<file path="config.mk">
export PLATFORM = sky130hd
export DESIGN_NAME = axi_burst_addr_arbiter_flat
export DESIGN_NICKNAME = d
export VERILOG_FILES = /design/src/rtl/axi_burst_addr_arbiter_if.sv /design/src/rtl/axi_burst_addr_arbiter.sv /design/src/flat_wrapper.sv
export SDC_FILE = /design/constraint.sdc
export NUM_CORES = 1
export LEC_CHECK = 0
export ABC_AREA = 1
export BUFFER_PORTS_ARGS = -buffer_cell sky130_fd_sc_hd__buf_2
export CORE_AREA = 2 2 63 65
export DETAILED_ROUTE_END_ITERATION = 8
export DIE_AREA = 0 0 65 67
export GPL_ROUTABILITY_DRIVEN = 0
export HOLD_SLACK_MARGIN = 0.05
export PLACE_DENSITY = 0.76
export SLEW_MARGIN = 20
export SYNTH_ARGS = -nofsm -noshare
export SYNTH_HDL_FRONTEND = slang
export SYNTH_SLANG_ARGS = --single-unit
</file>
<file path="constraint.sdc">
create_clock -name clk -period 1.2 [get_ports clk]
set_input_delay 0 -clock clk [delete_from_list [all_inputs] [get_ports clk]]
set_output_delay 0 -clock clk [all_outputs]
set_load 0.02 [all_outputs]
</file>
<file path="src/rtl/axi_burst_addr_arbiter_if.sv">
// Bus bundle for axi_burst_addr_arbiter: N upstream address channels, one downstream channel,
// the beat-end handshake and the exported grant. The arbiter binds the slave modport.
`ifndef BW_AXI_ALEN
`define BW_AXI_ALEN 8
`endif
`ifndef BW_AXI_ASIZE
`define BW_AXI_ASIZE 3
`endif
`ifndef BW_AXI_ABURST
`define BW_AXI_ABURST 2
`endif

interface axi_burst_addr_arbiter_if #(
  parameter int NUM_REQ  = 2,
  parameter int BW_ADDR  = 32,
  parameter int BW_ID    = 4,
  parameter int BW_INDEX = (NUM_REQ > 1) ? $clog2(NUM_REQ) : 1
);
  logic [NUM_REQ-1:0]                s_avalid;
  logic [NUM_REQ-1:0]                s_aready;
  logic [NUM_REQ*BW_ID-1:0]          s_aid;
  logic [NUM_REQ*BW_ADDR-1:0]        s_aaddr;
  logic [NUM_REQ*`BW_AXI_ALEN-1:0]   s_alen;
  logic [NUM_REQ*`BW_AXI_ASIZE-1:0]  s_asize;
  logic [NUM_REQ*`BW_AXI_ABURST-1:0] s_aburst;
  logic                              m_avalid;
  logic                              m_aready;
  logic [BW_ID-1:0]                  m_aid;
  logic [BW_ADDR-1:0]                m_aaddr;
  logic [`BW_AXI_ALEN-1:0]           m_alen;
  logic [`BW_AXI_ASIZE-1:0]          m_asize;
  logic [`BW_AXI_ABURST-1:0]         m_aburst;
  logic                              beat_valid;
  logic                              beat_ready;
  logic                              beat_last;
  logic                              grant_valid;
  logic [BW_INDEX-1:0]               grant_index;

  modport slave (
    input  s_avalid, s_aid, s_aaddr, s_alen, s_asize, s_aburst,
    input  m_aready, beat_valid, beat_ready, beat_last,
    output s_aready, m_avalid, m_aid, m_aaddr, m_alen, m_asize, m_aburst,
    output grant_valid, grant_index
  );

  modport master (
    output s_avalid, s_aid, s_aaddr, s_alen, s_asize, s_aburst,
    output m_aready, beat_valid, beat_ready, beat_last,
    input  s_aready, m_avalid, m_aid, m_aaddr, m_alen, m_asize, m_aburst,
    input  grant_valid, grant_index
  );
endinterface

</file>
<file path="src/rtl/axi_burst_addr_arbiter.sv">
// Shares one burst address generator among NUM_REQ AXI address channels, one burst at a time.
// Define BURST_ARB_FIXED_PRIORITY_EN for lowest-index-wins arbitration instead of round-robin.
`ifndef BW_AXI_ALEN
`define BW_AXI_ALEN 8
`endif
`ifndef BW_AXI_ASIZE
`define BW_AXI_ASIZE 3
`endif
`ifndef BW_AXI_ABURST
`define BW_AXI_ABURST 2
`endif

module axi_burst_addr_arbiter #(
  parameter int NUM_REQ = 2,
  parameter int BW_ADDR = 32,
  parameter int BW_ID   = 4
) (
  input  logic                    clk,
  input  logic                    rstnn,
  input  logic                    clear,
  input  logic                    enable,
  axi_burst_addr_arbiter_if.slave bus
);
  localparam int BW_INDEX = (NUM_REQ > 1) ? $clog2(NUM_REQ) : 1;

  typedef enum logic [1:0] {IDLE = 2'd0, ISSUE = 2'd1, BUSY = 2'd2} state_t;

  state_t              state_q, state_d;
  logic [BW_INDEX-1:0] grant_q, grant_d;
  logic [BW_INDEX-1:0] rr_q, rr_d;
  logic                beat_end;

  // First requesting index at or above ptr, wrapping modulo NUM_REQ.
  function automatic logic [BW_INDEX-1:0] pick_winner(input logic [NUM_REQ-1:0] req,
                                                       input logic [BW_INDEX-1:0] ptr);
    logic [BW_INDEX-1:0] win;
    int                  idx;
    win = '0;
    for (int k = NUM_REQ - 1; k >= 0; k--) begin
      idx = (int'(ptr) + k) % NUM_REQ;
      if (req[idx]) win = BW_INDEX'(idx);
    end
    return win;
  endfunction

  function automatic logic [BW_INDEX-1:0] next_ptr(input logic [BW_INDEX-1:0] owner);
`ifdef BURST_ARB_FIXED_PRIORITY_EN
    return (owner == owner) ? '0 : '0;
`else
    return (owner == BW_INDEX'(NUM_REQ - 1)) ? '0 : owner + 1'b1;
`endif
  endfunction

  assign beat_end = bus.beat_valid & bus.beat_ready & bus.beat_last;

  always_comb begin
    state_d = state_q;
    grant_d = grant_q;
    rr_d    = rr_q;
    if (clear) begin
      state_d = IDLE;
      rr_d    = '0;
    end else if (enable) begin
      unique case (state_q)
        IDLE: if (|bus.s_avalid) begin
          grant_d = pick_winner(bus.s_avalid, rr_q);
          state_d = ISSUE;
        end
        ISSUE: if (bus.m_aready) state_d = BUSY;
        BUSY: if (beat_end) begin
          state_d = IDLE;
          rr_d    = next_ptr(grant_q);
        end
        default: state_d = IDLE;
      endcase
    end
  end

  always_ff @(posedge clk or negedge rstnn) begin
    if (!rstnn) begin
      state_q <= IDLE;
      grant_q <= '0;
      rr_q    <= '0;
    end else begin
      state_q <= state_d;
      grant_q <= grant_d;
      rr_q    <= rr_d;
    end
  end

  // Only the owner sees ready, and only while its address is still outstanding.
  always_comb begin
    bus.s_aready = '0;
    if (state_q == ISSUE) bus.s_aready[grant_q] = bus.m_aready & enable;
  end

  assign bus.m_avalid    = (state_q == ISSUE) & enable;
  assign bus.m_aid       = bus.s_aid[int'(grant_q)*BW_ID +: BW_ID];
  assign bus.m_aaddr     = bus.s_aaddr[int'(grant_q)*BW_ADDR +: BW_ADDR];
  assign bus.m_alen      = bus.s_alen[int'(grant_q)*`BW_AXI_ALEN +: `BW_AXI_ALEN];
  assign bus.m_asize     = bus.s_asize[int'(grant_q)*`BW_AXI_ASIZE +: `BW_AXI_ASIZE];
  assign bus.m_aburst    = bus.s_aburst[int'(grant_q)*`BW_AXI_ABURST +: `BW_AXI_ABURST];
  assign bus.grant_valid = (state_q != IDLE);
  assign bus.grant_index = grant_q;
endmodule
</file>
<file path="src/flat_wrapper.sv">
// flat-port wrapper written by rule: the top's interface ports become plain ports
module axi_burst_addr_arbiter_flat 
#(
  parameter int NUM_REQ = 2,
  parameter int BW_ADDR = 32,
  parameter int BW_ID   = 4
)
  (clk, rstnn, clear, enable, bus_s_avalid, bus_s_aid, bus_s_aaddr, bus_s_alen, bus_s_asize, bus_s_aburst, bus_m_aready, bus_beat_valid, bus_beat_ready, bus_beat_last, bus_s_aready, bus_m_avalid, bus_m_aid, bus_m_aaddr, bus_m_alen, bus_m_asize, bus_m_aburst, bus_grant_valid, bus_grant_index);
  axi_burst_addr_arbiter_if #(.NUM_REQ(NUM_REQ), .BW_ADDR(BW_ADDR), .BW_ID(BW_ID)) bus_i ();
  input  logic clk;
  input  logic rstnn;
  input  logic clear;
  input  logic enable;
  input wire logic [$bits(bus_i.s_avalid)-1:0] bus_s_avalid;
  input wire logic [$bits(bus_i.s_aid)-1:0] bus_s_aid;
  input wire logic [$bits(bus_i.s_aaddr)-1:0] bus_s_aaddr;
  input wire logic [$bits(bus_i.s_alen)-1:0] bus_s_alen;
  input wire logic [$bits(bus_i.s_asize)-1:0] bus_s_asize;
  input wire logic [$bits(bus_i.s_aburst)-1:0] bus_s_aburst;
  input wire logic [$bits(bus_i.m_aready)-1:0] bus_m_aready;
  input wire logic [$bits(bus_i.beat_valid)-1:0] bus_beat_valid;
  input wire logic [$bits(bus_i.beat_ready)-1:0] bus_beat_ready;
  input wire logic [$bits(bus_i.beat_last)-1:0] bus_beat_last;
  output wire logic [$bits(bus_i.s_aready)-1:0] bus_s_aready;
  output wire logic [$bits(bus_i.m_avalid)-1:0] bus_m_avalid;
  output wire logic [$bits(bus_i.m_aid)-1:0] bus_m_aid;
  output wire logic [$bits(bus_i.m_aaddr)-1:0] bus_m_aaddr;
  output wire logic [$bits(bus_i.m_alen)-1:0] bus_m_alen;
  output wire logic [$bits(bus_i.m_asize)-1:0] bus_m_asize;
  output wire logic [$bits(bus_i.m_aburst)-1:0] bus_m_aburst;
  output wire logic [$bits(bus_i.grant_valid)-1:0] bus_grant_valid;
  output wire logic [$bits(bus_i.grant_index)-1:0] bus_grant_index;
  assign bus_i.s_avalid = bus_s_avalid;
  assign bus_i.s_aid = bus_s_aid;
  assign bus_i.s_aaddr = bus_s_aaddr;
  assign bus_i.s_alen = bus_s_alen;
  assign bus_i.s_asize = bus_s_asize;
  assign bus_i.s_aburst = bus_s_aburst;
  assign bus_i.m_aready = bus_m_aready;
  assign bus_i.beat_valid = bus_beat_valid;
  assign bus_i.beat_ready = bus_beat_ready;
  assign bus_i.beat_last = bus_beat_last;
  assign bus_s_aready = bus_i.s_aready;
  assign bus_m_avalid = bus_i.m_avalid;
  assign bus_m_aid = bus_i.m_aid;
  assign bus_m_aaddr = bus_i.m_aaddr;
  assign bus_m_alen = bus_i.m_alen;
  assign bus_m_asize = bus_i.m_asize;
  assign bus_m_aburst = bus_i.m_aburst;
  assign bus_grant_valid = bus_i.grant_valid;
  assign bus_grant_index = bus_i.grant_index;
  axi_burst_addr_arbiter #(.NUM_REQ(NUM_REQ), .BW_ADDR(BW_ADDR), .BW_ID(BW_ID)) u_core (.clk(clk), .rstnn(rstnn), .clear(clear), .enable(enable), .bus(bus_i));
endmodule
</file>
==> impl_metrics.csv, run 1 <==
group,metric,value,unit
status,run_status,"complete, but fails checks",
status,violations,"negative setup slack",
finish,syn_to_final_growth,136,%
cts,cts_tree,"built",
finish,design_area,2140,um^2
routing,drt_iter0_drc,88,
finish,final_nets,477,
place,dp_hpwl,3420,um
min_path,hp-class,"input port to flip-flop",
floorplanning,die_x,65,um
finish,fillers,354,
global_route,first_global_vias,1571,
sta,rsz0062_at_grt,"yes",
pwr,leakagePower,1.39,nW
routing,drt_first_pass_iters,4,
min_path,hold_end,"u_core.state_q[0]",
floorplanning,die_h,67,um
yosys,synth-seq-cells,4,
place,pre_cts_ws,90.7,ps
sta,tightest_slew,194,ps
critical_path,path_class,"flip-flop to output port",
sta,max_slew_margin,0.870,
critical_path,startpoint_type,"flip-flop",
finish,final_cell_mix,"nand2_1 (144), buf_2 (125), buf_6 (30)",
place,placed_area,1770,um^2
min_path,min-delay-start,"bus_s_avalid[0]",
pwr,powerDensity,1440,nW/um^2
cts,clk_pin_slew_worst_paths,40,ps
global_route,grt_max_degree,31,
finish,diodes,0,
sta,fin_skew,5.21,ps
finish,layout-drive-gt1-share,0.531,
yosys,avgSynthCellArea,4.47,um^2
yosys,synth_cell_types,18,
yosys,syn_inst,203,
routing,drc,0,
yosys,synth_nets,311,
floorplanning,core,3610,um^2
cts,clockRootBuffer,"clkbuf_8",
floorplanning,die-area,4360,um^2
place,io_buffers,161,
sta,maxSlewViolCount,0,
critical_path,critPathLaunch,"u_core.bus.grant_index",
critical_path,cp_data_required_time,1200,ps
critical_path,worstPathArrival,1210,ps
sta,setup_ws,-11.6,ps
critical_path,cp_slowest_stage_delay,410,ps
floorplanning,fp-row-count,22,
job,cap_viol_max_count,0,
cts,cts_max_level,1,
sta,max_freq,825,MHz
critical_path,crit_fanout,15,
critical_path,cp_top_family,"buffers and inverters",
cts,cts-buffers-inserted,3,
yosys,seq_area_frac_synth,0.110,
min_path,hold_depth,3,
floorplanning,ios,162,
routing,via_per_inst,4.35,
cts,cts.sinks,4,
critical_path,crit_top_cell,"nand2_1",
sta,fin_crit,1210,ps
global_route,grt-ovfl-total,0,
critical_path,crit_buf_inv,3,
sta,hold_viol_final,0,
routing,vias,1806,
sta,finalCritPeriodShare,1.01,
routing,ant_nets,0,
critical_path,reg2reg_to,"u_core.rr_q",
routing,avgRoutedWirePerCell,11.7,um
cts,insertion_delay,220,ps
floorplanning,start_util,0.252,
critical_path,r2r_start,"u_core.state_q[1]",
pwr,vdd_ir_drop_max,0.640,mV
critical_path,cpMaxStageDelayCell,"dfrtp_2",
yosys,syn_area,907,um^2
finish,final_common_cell,"nand2_1",
critical_path,endpoint_kind,"output port",
cts,clockBufferDepth,2,
global_route,grt_util_all_layers,0.183,
critical_path,path_cells,"clkinv_4 -> clkbuf_16 -> nand2_1 -> nand2_1 -> buf_4",
critical_path,reg2reg_slack,60,ps
yosys,yosys_warnings,0,
global_route,antenna_found_initial,0,
critical_path,reg2reg_depth,6,
sta,setup_viol,3,
routing,finalWirelength,4870,um
global_route,grt_pass1_wl,6270,um
==> worst register-to-register path, stage by stage (launching register included) <==
cell      delay [ps]
dfrtp_1          350
inv_2             60
buf_4            130
o21ai_0          180
nand3b_1         170
nand2_1           80
o21ai_1           60
==> stage by stage <==
stage | cells | util | power (mW) | setup TNS [ps] | hold slack (ps)
after CTS | 414 | 0.546 | 2.77 | -88.0 | 61.9
final | 415 | 0.595 | 3.10 | -24.9 | 76.1
after floorplan | 203 | - | 1.48 | 0 | -296
after global routing | 415 | 0.595 | 3.33 | -1860 | 114
after detailed placement | 406 | 0.491 | 2.20 | 0 | -188
after global placement | 406 | 0.491 | 2.19 | 0 | -190
==> per-layer routing <==
| layer | GRT usage | up-vias | share of wire |
|---|---|---|---|
| met4 | 0.0798 | 0 | 0.015 |
| met2 | 0.366 | 98 | 0.55 |
| met3 | 0.0422 | 10 | 0.090 |
| li1 | - | 936 | - |
| met1 | 0.177 | 762 | 0.35 |
| met5 | 0 | - | 0 |
==> synth_stat cells <==
library cell	count	area (um^2)
nor2_2	1	6.26
nor2_1	8	30.0
nor4_1	1	6.26
inv_1	7	26.3
nand3b_1	1	7.51
nor4_4	1	21.3
o21ai_0	3	15.0
inv_2	1	3.75
nand3_1	4	20.0
a21oi_1	1	5.00
dfrtp_1	4	100
nand4_1	1	6.26
clkbuf_1	3	11.3
o21ai_1	2	10.0
buf_4	1	7.51
buf_6	1	11.3
buf_2	6	30.0
nand2_1	157	589
==> layout make-up <==
cell class | instances | area (um^2) | area share
timing repair buffer | 172 | 1140 | 0.530
inverter | 8 | 35.0 | 0.0163
tap | 48 | 60.1 | 0.0280
clock buffer | 3 | 41.3 | 0.0193
sequential | 4 | 103 | 0.0478
multi-input combinational | 180 | 769 | 0.359
==> kinds of logic (layout without fill, tap and decap cells) <==
logic type	Yosys count	count (layout)	share of synthesized area
AND/OR/NAND/NOR	174	174	0.757
AO/OA/AOI/OAI	6	6	0.0331
buffers and inverters	19	183	0.0993
flip-flops	4	4	0.110
==> report_power, final <==
group | total, mW | internal [mW] | leakage (nW) | switching (mW)
Clock | 0.294 | 0.215 | 0.0216 | 0.0795
Combinational | 2.60 | 1.13 | 1.32 | 1.47
Sequential | 0.202 | 0.165 | 0.0496 | 0.0367
==> worst max path at each step <==
| stage | endpoint | slack, ps | cells after the start |
|---|---|---|---|
| 2_1_floorplan | bus_s_aready[1] | 10 | 4 |
| 3_3_place_gp | bus_m_alen[0] | 110 | 5 |
| 3_5_place_dp | bus_m_aaddr[13] | 90 | 5 |
| 4_1_cts | bus_m_aaddr[13] | -20 | 5 |
| 5_1_grt | bus_m_aaddr[12] | -70 | 4 |
| 6_report | bus_m_aaddr[1] | -10 | 5 |
==> sequential cells by signal (all words and copies together) (netlist names) <==
register	cells
u_core.bus.grant_index	1
u_core.rr_q	1
u_core.state_q	2
==> repair_timing <==
action / in CTS / in global routing
setup buffers: 4 / 0
cloned: 0 / 1
hold buffers: 1 / 0
setup endpoints to repair: 48 / 51
gates resized for setup: 44 / 48
hold endpoints to repair: 4 / 0
pin swaps: 1 / 1
Power figures use the tool's default switching activity.
==> run 2, diff against run 1 <==
==> constraint.sdc (replaced) <==
create_clock -name clk -period 1.2 [get_ports clk]
set_input_delay 0 -clock clk [delete_from_list [all_inputs] [get_ports clk]]
set_output_delay 0 -clock clk [all_outputs]
set_load 0.05 [all_outputs]
==> impl_metrics.csv, run 2 (synthesized netlist as in run 1, its figures left out) <==
group,metric,value,unit
status,run_status,"complete, but fails checks",
status,violations,"negative setup slack",
sta,setup_viol,44,
finish,largest_reg_flops,2,
floorplanning,die-area,4360,um^2
global_route,grt_util_all_layers,0.206,
cts,cts_tree,"built",
sta,fin_crit,1270,ps
routing,ant_nets,0,
floorplanning,die_h,67,um
finish,final_nets,480,
routing,vias,1872,
global_route,grt_max_degree,29,
sta,max_freq,784,MHz
finish,final_util,0.775,
critical_path,crit_fanout,7,
floorplanning,fp-row-count,22,
routing,drc,0,
cts,clk_pin_slew_worst_paths,30,ps
cts,cts_max_level,1,
pwr,leakagePower,1.60,nW
cts,cts-buffers-inserted,3,
sta,hold_viol_final,0,
global_route,first_global_vias,1757,
routing,via_per_inst,4.46,
min_path,hp-class,"input port to flip-flop",
job,cap_viol_max_count,0,
pwr,vdd_ir_drop_max,1.11,mV
critical_path,cp_data_required_time,1200,ps
finish,syn_to_final_growth,208,%
sta,tightest_slew,246,ps
cts,clockBufferDepth,2,
floorplanning,die_x,65,um
cts,cts.sinks,4,
global_route,grt-ovfl-total,0,
routing,finalWirelength,5790,um
routing,drt_iter0_drc,65,
place,dp_hpwl,3470,um
critical_path,worstPathArrival,1270,ps
place,io_buffers,161,
cts,clockRootBuffer,"clkbuf_8",
floorplanning,ios,162,
cts,insertion_delay,220,ps
sta,rsz0062_at_grt,"yes",
sta,finalCritPeriodShare,1.06,
floorplanning,core,3610,um^2
floorplanning,start_util,0.252,
global_route,antenna_found_initial,1,
finish,regMostFlops,"u_core.state_q",
finish,layout-drive-gt1-share,0.755,
critical_path,endpoint_kind,"output port",
critical_path,startpoint_type,"flip-flop",
routing,drt_first_pass_iters,5,
finish,final_cell_mix,"buf_2 (108), nand2_2 (77), nand2_1 (63)",
pwr,powerDensity,1870,nW/um^2
routing,avgRoutedWirePerCell,13.8,um
finish,final_common_cell,"buf_2",
sta,maxSlewViolCount,0,
sta,setup_ws,-74.9,ps
critical_path,path_class,"flip-flop to output port",
sta,max_slew_margin,0.836,
sta,fin_skew,0.200,ps
global_route,grt_pass1_wl,7180,um
sta,hold_slack,59.9,ps
[run 2: per-layer routing]
layer / global-route usage / part of all wire
met4: 0.0585 / 0.0079
met1: 0.217 / 0.33
met3: 0.0422 / 0.079
met2: 0.407 / 0.58
met5: 0 / 0
[run 2: report_power, final]
group	internal [mW]	switching [mW]	total (mW)
registers	0.165	0.0370	0.202
logic	1.85	2.87	4.73
clock network	0.227	0.0742	0.302
[run 2: layout make-up]
class / instances / area [um^2]
well taps: 48 / 60.1
flip-flops and latches: 4 / 103
repair buffers: 175 / 1490
clock buffers: 4 / 45.0
inverters: 8 / 35.0
multi-input cells: 180 / 1060
diodes: 1 / 2.50
fillers: 254 / 811
[run 2: metrics by stage]
step	total power, mW	setup TNS [ps]	setup slack, ps	cell area, um^2	cells
global route	5.46	-4310	-118	2790	419
global placement	3.36	0	68.9	1910	405
CTS	4.61	-966	-39.6	2460	417
floorplan	2.67	-2470	-292	1050	203
detailed placement	3.38	0	34.7	1910	405
finish	5.23	-1440	-74.9	2800	420
[run 2: repair_timing]
item                       in CTS  in global routing
gates resized for setup       134                 86
setup endpoints to repair      53                 54
setup buffers                   6                  0
cloned                          1                  3
hold buffers                    1                  0
hold endpoints to repair        4                  0
pin swaps                       2                 10
[run 2: final timing paths]
path	slack, ps	depth (start not counted)	startpoint	endpoint
worst max-delay path	-70	5	u_core.bus.grant_index	bus_m_alen[1]
worst min-delay path	60	3	bus_s_avalid[0]	u_core.state_q[0]
worst max register to register	60	7	u_core.state_q[1]	u_core.bus.grant_index
worst min register to register	510	2	u_core.rr_q	u_core.rr_q
max in group asynchronous	950	2	rstnn	u_core.bus.grant_index
min in group asynchronous	120	2	rstnn	u_core.state_q[1]
[run 2: critical path: stages, from the launching register on]
cell       delay (ps)
dfrtp_2           440
buf_6             160
clkbuf_16         170
nand2_4            60
nand2_2            70
buf_8             150
==> run 3, diff against run 2 <==
--- a/config.mk
+++ b/config.mk
@@ -5,14 +5,14 @@
 export SDC_FILE = /design/constraint.sdc
 export NUM_CORES = 1
 export LEC_CHECK = 0
-export ABC_AREA = 1
 export BUFFER_PORTS_ARGS = -buffer_cell sky130_fd_sc_hd__buf_2
-export CORE_AREA = 2 2 63 65
+export CORE_AREA = 2 2 62 64
+export CTS_CLUSTER_DIAMETER = 40
 export DETAILED_ROUTE_END_ITERATION = 8
-export DIE_AREA = 0 0 65 67
+export DIE_AREA = 0 0 64 66
 export GPL_ROUTABILITY_DRIVEN = 0
 export HOLD_SLACK_MARGIN = 0.05
-export PLACE_DENSITY = 0.76
+export PLACE_DENSITY = 0.75
 export SLEW_MARGIN = 20
 export SYNTH_ARGS = -nofsm -noshare
 export SYNTH_HDL_FRONTEND = slang
==> impl_metrics.csv, run 3 <==
group,metric,value,unit
status,run_status,"complete, but fails checks",
status,violations,"negative setup slack",
routing,ant_nets,0,
global_route,first_global_vias,1383,
critical_path,cp_slowest_stage_delay,410,ps
job,cap_viol_max_count,0,
critical_path,crit_fanout,24,
floorplanning,die_x,64,um
critical_path,path_class,"flip-flop to output port",
sta,tightest_slew,238,ps
global_route,grt_max_degree,30,
global_route,grtUsageMet3,0.0477,
routing,vias,1381,
finish,largest_reg_flops,2,
critical_path,crit_buf_inv,2,
place,pre_cts_ws,-58.3,ps
yosys,postSynth.asyncResetShare,1.00,
cts,cts_tree,"built",
place,dp_hpwl,3570,um
finish,layout-drive-gt1-share,0.925,
finish,regMostFlops,"u_core.state_q",
sta,rsz0062_at_grt,"yes",
yosys,synth_top_area_cell,"mux2_2",
yosys,synth_common_cells,"mux2_2 (49), buf_2 (5), a21oi_1 (4), dfrtp_1 (4), nand2_1 (4)",
pwr,leakagePower,1.34,nW
floorplanning,die-area,4220,um^2
finish,fillers,262,
place,io_buffers,161,
cts,cts-buffers-inserted,3,
cts,clk_pin_slew_worst_paths,40,ps
cts,insertion_delay,240,ps
finish,final_nets,363,
critical_path,critPathLaunch,"u_core.bus.grant_index",
floorplanning,fp-row-count,22,
yosys,synth-seq-cells,4,
yosys,avgSynthCellArea,9.93,um^2
yosys,synth_edf_count,0,
global_route,use_met2,0.410,
floorplanning,core,3550,um^2
yosys,synth_area_leaders,"mux2_2 (68%), dfrtp_1 (12%), buf_2 (3.1%)",
min_path,hp-class,"input port to asynchronous set/reset pin",
yosys,synth_nets,190,
routing,avgRoutedWirePerCell,16.0,um
pwr,p_clk_frac,0.059,
floorplanning,ios,162,
finish,final_common_cell,"buf_2",
sta,finalCritPeriodShare,1.17,
cts,cts.sinks,4,
floorplanning,start_util,0.229,
sta,hold_viol_final,0,
sta,setup_viol,52,
critical_path,path_cells,"buf_12 -> mux2_2 -> buf_6",
pwr,powerDensity,1330,nW/um^2
pwr,p_seq_frac,0.054,
routing,via_per_inst,4.57,
global_route,grt-ovfl-total,0,
routing,drc,0,
sta,maxSlewViolCount,0,
critical_path,cp_data_required_time,1200,ps
floorplanning,die_h,66,um
pwr,combinationalPowerShare,0.887,
cts,cts_max_level,1,
global_route,grt_util_all_layers,0.196,
global_route,met1_usage,0.181,
routing,finalWirelength,4840,um
sta,fin_crit,1400,ps
routing,drt_iter0_drc,44,
critical_path,cpMaxStageDelayCell,"dfrtp_2",
yosys,yosys_warnings,0,
pwr,switching_share,0.521,
yosys,syn_area,815,um^2
yosys,seq_area_frac_synth,0.123,
critical_path,cp_top_family,"flip-flops",
critical_path,r2r_start,"u_core.state_q[1]",
pwr,intPower,1.52,mW
pwr,p_sw,1.66,mW
cts,clockBufferDepth,2,
yosys,syn_inst,82,
finish,diodes,0,
pwr,vdd_ir_drop_max,0.679,mV
sta,setup_ws,-201,ps
sta,fin_skew,2.12,ps
critical_path,startpoint_type,"flip-flop",
pwr,p_total,3.18,mW
finish,final_util,0.675,
sta,hold_slack,90.2,ps
routing,drt_first_pass_iters,4,
critical_path,endpoint_kind,"output port",
global_route,grt_pass1_wl,6530,um
yosys,yosysTopAreaCellShare,0.677,
finish,final_cell_mix,"buf_2 (107), buf_6 (51), mux2_4 (47)",
cts,clockRootBuffer,"clkbuf_4",
finish,syn_to_final_growth,194,%
sta,max_slew_margin,0.841,
global_route,antenna_found_initial,0,
critical_path,worstPathArrival,1400,ps
sta,max_freq,714,MHz
yosys,ys.flop_type,"dfrtp_1",
yosys,yosysMostFrequentCell,"mux2_2",
global_route,top_usage_layer,"met2",
yosys,synth_cell_types,17,
## run 3: power groups by stage
| stage | Sequential [mW] | Clock (mW) | Combinational (mW) |
|---|---|---|---|
| floorplan | 0.187 | 0 | 1.85 |
| global placement | 0.170 | 0 | 2.30 |
| global route | 0.174 | 0.204 | 2.91 |
| CTS | 0.169 | 0.196 | 2.75 |
| detailed placement | 0.170 | 0 | 2.32 |
| finish | 0.171 | 0.189 | 2.82 |
## run 3: area by class of cell
type	count	area, um^2	area share
Sequential cell	4	104	0.0433
Multi-Input combinational cell	71	901	0.376
Inverter	1	3.75	0.00157
Clock buffer	4	26.3	0.0110
Timing Repair Buffer	174	1300	0.543
Tap cell	48	60.1	0.0251
## run 3: per-stage QoR
step           TNS, ps  cells  instance area [um^2]
2_1_floorplan    -3050     82                  1020
3_3_place_gp     -27.9    290                  1900
3_5_place_dp     -58.3    290                  1900
4_1_cts          -8790    301                  2330
5_1_grt         -10940    302                  2400
6_report         -8640    302                  2400
## run 3: worst paths after layout
check	end	slack [ps]	cells past startpoint
worst min register to register	u_core.rr_q	550	2
worst max register to register	u_core.state_q[0]	-50	3
min in group clk	u_core.state_q[0]	140	4
worst min-delay path	u_core.state_q[0]	90	2
worst max-delay path	bus_m_aid[2]	-200	3
max in group asynchronous	u_core.state_q[1]	970	2
## run 3: cell families (layout without fill, tap and decap cells)
| group | count (synthesis) | after routing | share of synthesized area |
|---|---|---|---|
| AO/OA/AOI/OAI | 9 | 9 | 0.0614 |
| buffers and inverters | 7 | 179 | 0.0491 |
| flip-flops | 4 | 4 | 0.123 |
| multiplexers | 49 | 49 | 0.677 |
| AND/OR/NAND/NOR | 13 | 13 | 0.0891 |
## run 3: metal layers
metal | up-vias | wire length, um
li1 | 655 | -
met1 | 635 | 1470
met2 | 81 | 2850
met3 | 10 | 433
met4 | 0 | 81
met5 | - | 0
## run 3: what timing repair did
item                       in CTS  in global routing
hold buffers                    4                  0
setup buffers                   3                  1
setup endpoints to repair      55                 57
pin swaps                       6                  4
hold endpoints to repair        8                  0
resized for setup             110                 17
cloned                          0                  0
